===== config.mk =====
export PLATFORM = sky130hd
export DESIGN_NAME = seven_seg_display
export DESIGN_NICKNAME = d
export VERILOG_FILES = /design/src/rtl/seven_seg_display.sv
export SDC_FILE = /design/constraint.sdc
export NUM_CORES = 1
export LEC_CHECK = 0
export CORE_ASPECT_RATIO = 0.8
export CORE_MARGIN = 5
export CORE_UTILIZATION = 60
export CTS_BUF_LIST = sky130_fd_sc_hd__clkbuf_8
export CTS_CLUSTER_SIZE = 24
export DETAILED_ROUTE_END_ITERATION = 8
export DONT_BUFFER_PORTS = 1
export PLACE_DENSITY_LB_ADDON = 0.1
export SETUP_SLACK_MARGIN = 0.02
export SYNTH_ARGS = -nofsm -noshare
export SYNTH_HDL_FRONTEND = slang
export SYNTH_SLANG_ARGS = --single-unit

===== constraint.sdc =====
create_clock -name gameClk -period 1.7 [get_ports gameClk]
set_input_delay 0.17 -clock gameClk [delete_from_list [all_inputs] [get_ports gameClk]]
set_output_delay 0.17 -clock gameClk [all_outputs]
set_load 0.02 [all_outputs]

===== src/rtl/seven_seg_display.sv =====
// Binary (0..2047) to 4-digit multiplexed common-anode seven-segment driver.
// Latency: 13 edges from a new value to seg; no backpressure, input changes mid-conversion are caught by the next IDLE compare.
module seven_seg_display #(
    parameter int REFRESH_DIV = 50000,
    parameter bit BLANK_LZ    = 1'b1
) (
    input  logic        gameClk,
    input  logic        rst,
    input  logic [10:0] number_in,
    output logic [6:0]  seg,
    output logic [3:0]  an,
    output logic        dp,
    output logic        conv_busy,
    output logic        conv_done
);

    localparam int CNT_W = (REFRESH_DIV > 1) ? $clog2(REFRESH_DIV) : 1;
    localparam logic [CNT_W-1:0] CNT_MAX = CNT_W'(REFRESH_DIV - 1);

    typedef enum logic [1:0] {IDLE, SHIFT, DONE} state_t;

    state_t      state_q, state_d;
    logic [10:0] bin_sr_q, bin_sr_d;
    logic [10:0] latched_q, latched_d;
    logic [10:0] last_value_q, last_value_d;
    logic [15:0] bcd_sr_q, bcd_sr_d;
    logic [15:0] digit_reg_q, digit_reg_d;
    logic [15:0] bcd_adj;
    logic [3:0]  bit_cnt_q, bit_cnt_d;

    logic [CNT_W-1:0] refresh_cnt_q, refresh_cnt_d;
    logic [1:0]       digit_sel_q, digit_sel_d;
    logic [6:0]       seg_q, seg_d;
    logic [3:0]       an_q, an_d;
    logic [3:0]       cur_digit;
    logic             blank;

    function automatic logic [6:0] decode(input logic [3:0] d);
        case (d)
            4'd0:    decode = 7'b1000000;
            4'd1:    decode = 7'b1111001;
            4'd2:    decode = 7'b0100100;
            4'd3:    decode = 7'b0110000;
            4'd4:    decode = 7'b0011001;
            4'd5:    decode = 7'b0010010;
            4'd6:    decode = 7'b0000010;
            4'd7:    decode = 7'b1111000;
            4'd8:    decode = 7'b0000000;
            4'd9:    decode = 7'b0010000;
            default: decode = 7'b1111111;
        endcase
    endfunction

    // Double-dabble correction: any nibble >= 5 would overflow past 9 after the shift.
    always_comb begin
        bcd_adj = bcd_sr_q;
        for (int i = 0; i < 4; i++) begin
            if (bcd_sr_q[4*i +: 4] >= 4'd5) begin
                bcd_adj[4*i +: 4] = bcd_sr_q[4*i +: 4] + 4'd3;
            end
        end
    end

    always_comb begin
        state_d      = state_q;
        bin_sr_d     = bin_sr_q;
        latched_d    = latched_q;
        last_value_d = last_value_q;
        bcd_sr_d     = bcd_sr_q;
        digit_reg_d  = digit_reg_q;
        bit_cnt_d    = bit_cnt_q;
        conv_busy    = 1'b0;
        conv_done    = 1'b0;
        case (state_q)
            IDLE: begin
                if (number_in != last_value_q) begin
                    bin_sr_d  = number_in;
                    latched_d = number_in;
                    bcd_sr_d  = 16'd0;
                    bit_cnt_d = 4'd0;
                    state_d   = SHIFT;
                end
            end
            SHIFT: begin
                conv_busy              = 1'b1;
                {bcd_sr_d, bin_sr_d}   = {bcd_adj, bin_sr_q} << 1;
                bit_cnt_d              = bit_cnt_q + 4'd1;
                if (bit_cnt_q == 4'd10) begin
                    state_d = DONE;
                end
            end
            DONE: begin
                conv_busy    = 1'b1;
                conv_done    = 1'b1;
                digit_reg_d  = bcd_sr_q;
                last_value_d = latched_q;
                state_d      = IDLE;
            end
            default: state_d = IDLE;
        endcase
    end

    always_comb begin
        refresh_cnt_d = refresh_cnt_q + CNT_W'(1);
        digit_sel_d   = digit_sel_q;
        if (refresh_cnt_q == CNT_MAX) begin
            refresh_cnt_d = '0;
            digit_sel_d   = digit_sel_q + 2'd1;
        end
        cur_digit = digit_reg_q[{digit_sel_q, 2'b00} +: 4];
        case (digit_sel_q)
            2'd1:    blank = (digit_reg_q[15:4] == 12'd0);
            2'd2:    blank = (digit_reg_q[15:8] == 8'd0);
            2'd3:    blank = (digit_reg_q[15:12] == 4'd0);
            default: blank = 1'b0;
        endcase
        blank = blank && BLANK_LZ;
        seg_d = blank ? 7'b1111111 : decode(cur_digit);
        an_d  = ~(4'b0001 << digit_sel_q);
    end

    always_ff @(posedge gameClk) begin
        if (rst) begin
            state_q       <= IDLE;
            bin_sr_q      <= 11'd0;
            latched_q     <= 11'd0;
            last_value_q  <= 11'd0;
            bcd_sr_q      <= 16'd0;
            digit_reg_q   <= 16'd0;
            bit_cnt_q     <= 4'd0;
            refresh_cnt_q <= '0;
            digit_sel_q   <= 2'd0;
            seg_q         <= 7'b1111111;
            an_q          <= 4'b1111;
        end else begin
            state_q       <= state_d;
            bin_sr_q      <= bin_sr_d;
            latched_q     <= latched_d;
            last_value_q  <= last_value_d;
            bcd_sr_q      <= bcd_sr_d;
            digit_reg_q   <= digit_reg_d;
            bit_cnt_q     <= bit_cnt_d;
            refresh_cnt_q <= refresh_cnt_d;
            digit_sel_q   <= digit_sel_d;
            seg_q         <= seg_d;
            an_q          <= an_d;
        end
    end

    assign seg = seg_q;
    assign an  = an_q;
    assign dp  = 1'b1;

endmodule


==> results by group <==
Synth
  • Post-Syn Area: a little under 0.005 mm^2
  • Seq/Total Area, Yosys: 40.3%
  • EDFF count, synth: 0
  • FF+latch count, synth: 100
  • Synth async-reset ratio: 0%
  • Post-Synthesis Cells: 550
  • Library cells used by synthesis: 52
  • Main synth FF type: dfxtp_1
  • Synth Area per Inst: 9.03 um^2
  • Synthesized Nets: 587
  • Yosys warns: 0

Layout
  • Share of cells above drive strength 1: 21.0%
  • Commonest non-fill, non-tap cell in the layout: dfxtp_1
  • Filler cells: 585
  • ANT cells: 0
  • Commonest non-fill, non-tap cells in the layout: dfxtp_1, nor2_1, mux2i_1, nand2_1, o21ai_0
  • Final Util: 73.4%
  • NumNets Final: 614
  • Layout area overhead: 18.5%

Drt
  • Initial DRC Count: 250
  • Remaining DRCs: 0
  • DR WL/cell: 15.0 um
  • Vias after detailed routing: 3884
  • Via density: 5.63
  • Post-DRT Antenna Nets: 0
  • Total Routed Length: 10300 um
  • Router iterations before antenna repair: 4

Clocking
  • TritonCTS Buffers: 9
  • CTS H-Tree Depth: 3
  • Root Buffer: clkbuf_8
  • Clock Path Buffers: 2
  • Clk Latency, worst-skew pair: 0.36 ns
  • CTS tree: done
  • CTS Hold Buffers Added: 9
  • Clock sink total: 100
  • Worst-path clk slew: 0.09 ns

Power
  • Peak supply drop: 0.808 mV
  • Total power divided by cell area: 1160 mW/mm^2
  • Total power: 6.82 mW
  • Leakage: 2.20 nW

Critical path
  • CP max FO: 7
  • Req. time, crit path: around 2.0 ns
  • Critical Path End Type: flop
  • Crit path kind: reg -> reg
  • Data arrival, critical path: 2.08 ns
  • CP Launch Type: flop

STA
  • Slew Viols, Final: 0
  • Setup slack after layout: -0.0842 ns
  • Final hold violations: between 50 and 60
  • Hold WS: -0.124 ns
  • Tmin final: 1.78 ns
  • Fmax: between 0.5 and 0.6 GHz
  • Final Setup Violations: 25
  • Tcrit/Tclk final: 105%
  • RSZ-0062 raised after global routing: yes
  • Clk_skew: 0.0106 ns

GRT
  • GRT overflow: 0
  • GRT Overall Usage: around 20%
  • Pin count of the biggest net entering global routing: 88
  • First-pass GRT wire length: 17400 um
  • Initial antenna violation count: 0
  • Vias in the first global route: 3575

Status
  • Status: complete, but fails checks
  • Violated checks: hold timing, setup timing

Worst hold path
  • Min-Delay Path Class: in -> reg

Die
  • Core ar.: between 0.008 and 0.009 mm^2
  • Die area: 0.0102 mm^2
  • Die H: 91.4 um
  • Core Rows: 29
  • Die width: roughly 110 um
  • Initial Util: 61.9%
  • I/O pins: 27

Job
  • Max_cap viols: 0

Place
  • Final HPWL DP: between 6000 and 7000 um
  • Port bufs: 0
  • Routability cong.: 0.820
[report_power, final]
part           internal (mW)  switching [mW]
combinational           1.26            1.27
sequential              2.58           0.199
clock                  0.721           0.789
[path summary, 6_finish.rpt]
kind | end | startpoint | slack, ns | depth (start not counted)
max | bit_cnt_q[2] | last_value_q[9] | -0.08 | 7
min | digit_sel_q[1] | rst | -0.12 | 1
max reg2reg | bit_cnt_q[2] | last_value_q[9] | -0.08 | 7
min reg2reg | refresh_cnt_q[0] | refresh_cnt_q[0] | 0.47 | 1
[cell families (layout without fill, tap and decap cells)]
kind of cell               after synthesis  count (layout)  synth area share (%)
AOI/OAI and AO/OA                      109             109                  14.5
DFF                                    100             100                  40.3
xor gates and xnor gates                30              30                  5.29
buffers and inverters                   57              89                  4.89
muxes                                   54              54                  11.9
other                                    1               1                0.0755
adders and majority gates               24              24                  6.05
and+or+nand+nor                        175             175                  17.0
[final cells by class]
cell class	count	area (um^2)	share of cell area, %
clock buffers	10	138	2.34
clock inverters	6	63.8	1.08
inverters	26	103	1.74
multi-input cells	393	2930	49.9
flip-flops and latches	100	2020	34.3
well taps	108	135	2.30
repair buffers	47	493	8.38
[metal layers]
metal	part of all wire, %	track usage, %	up-vias
met5	0	0	-
met4	1.0	5.88	0
met3	4.5	4.78	12
met2	45	30.8	66
met1	49	28.7	1837
li1	-	-	1969
[worst max-delay path, cell delays in order, from the launching register on]
cell	delay [ns]
dfxtp_2	0.34
xnor2_2	0.14
nand4_2	0.20
buf_6	0.17
or3_4	0.43
buf_12	0.17
o21a_1	0.16
a21oi_1	0.11
[registers in the layout, summed over array words and instances, names as in the netlist, 4 cells and up]
signal and count:
an 4, latched_q 11, bit_cnt_q 4, bin_sr_q 11, last_value_q 11, refresh_cnt_q 16
bcd_sr_q 16, seg 7, digit_reg_q 16
[per-stage QoR]
| step | std cells | worst slack (ns) | area [um^2] | setup TNS (ns) |
|---|---|---|---|---|
| 2_1_floorplan | 550 | -0.0445 | 5000 | -0.181 |
| 3_3_place_gp | 656 | -0.101 | 5240 | -0.960 |
| 3_5_place_dp | 656 | -0.127 | 5240 | -1.78 |
| 4_1_cts | 688 | -0.00878 | 5730 | -0.0242 |
| 5_1_grt | 690 | -0.150 | 5890 | -2.80 |
| 6_report | 690 | -0.0842 | 5890 | -0.654 |
[synthesized netlist by cell type, drive strengths merged (7+ instances only)]
cell type | instances | area (um^2)
inv | 26 | 97.6
a21oi | 27 | 139
nand4 | 8 | 62.6
ha | 24 | 300
o21ai | 34 | 170
nor2 | 73 | 274
nor3 | 9 | 45.0
nand2b | 17 | 106
mux2i | 50 | 500
o21a | 12 | 90.1
nand2 | 30 | 113
dfxtp | 100 | 2000
nand3b | 7 | 56.3
nand3 | 14 | 70.1
o22ai | 10 | 62.6
a221oi | 10 | 87.6
xor2 | 9 | 78.8
clkbuf | 16 | 60.1
buf | 15 | 85.1
xnor2 | 21 | 184
[repair_timing]
action	CTS	global route
cloned	1	1
resized for setup	32	33
buffers inserted	6	2
endpoints found under the setup margin	45	51
endpoints found under the hold margin	76	67
pin swaps	12	8
Note: power is estimated with default switching activity, not from simulation.
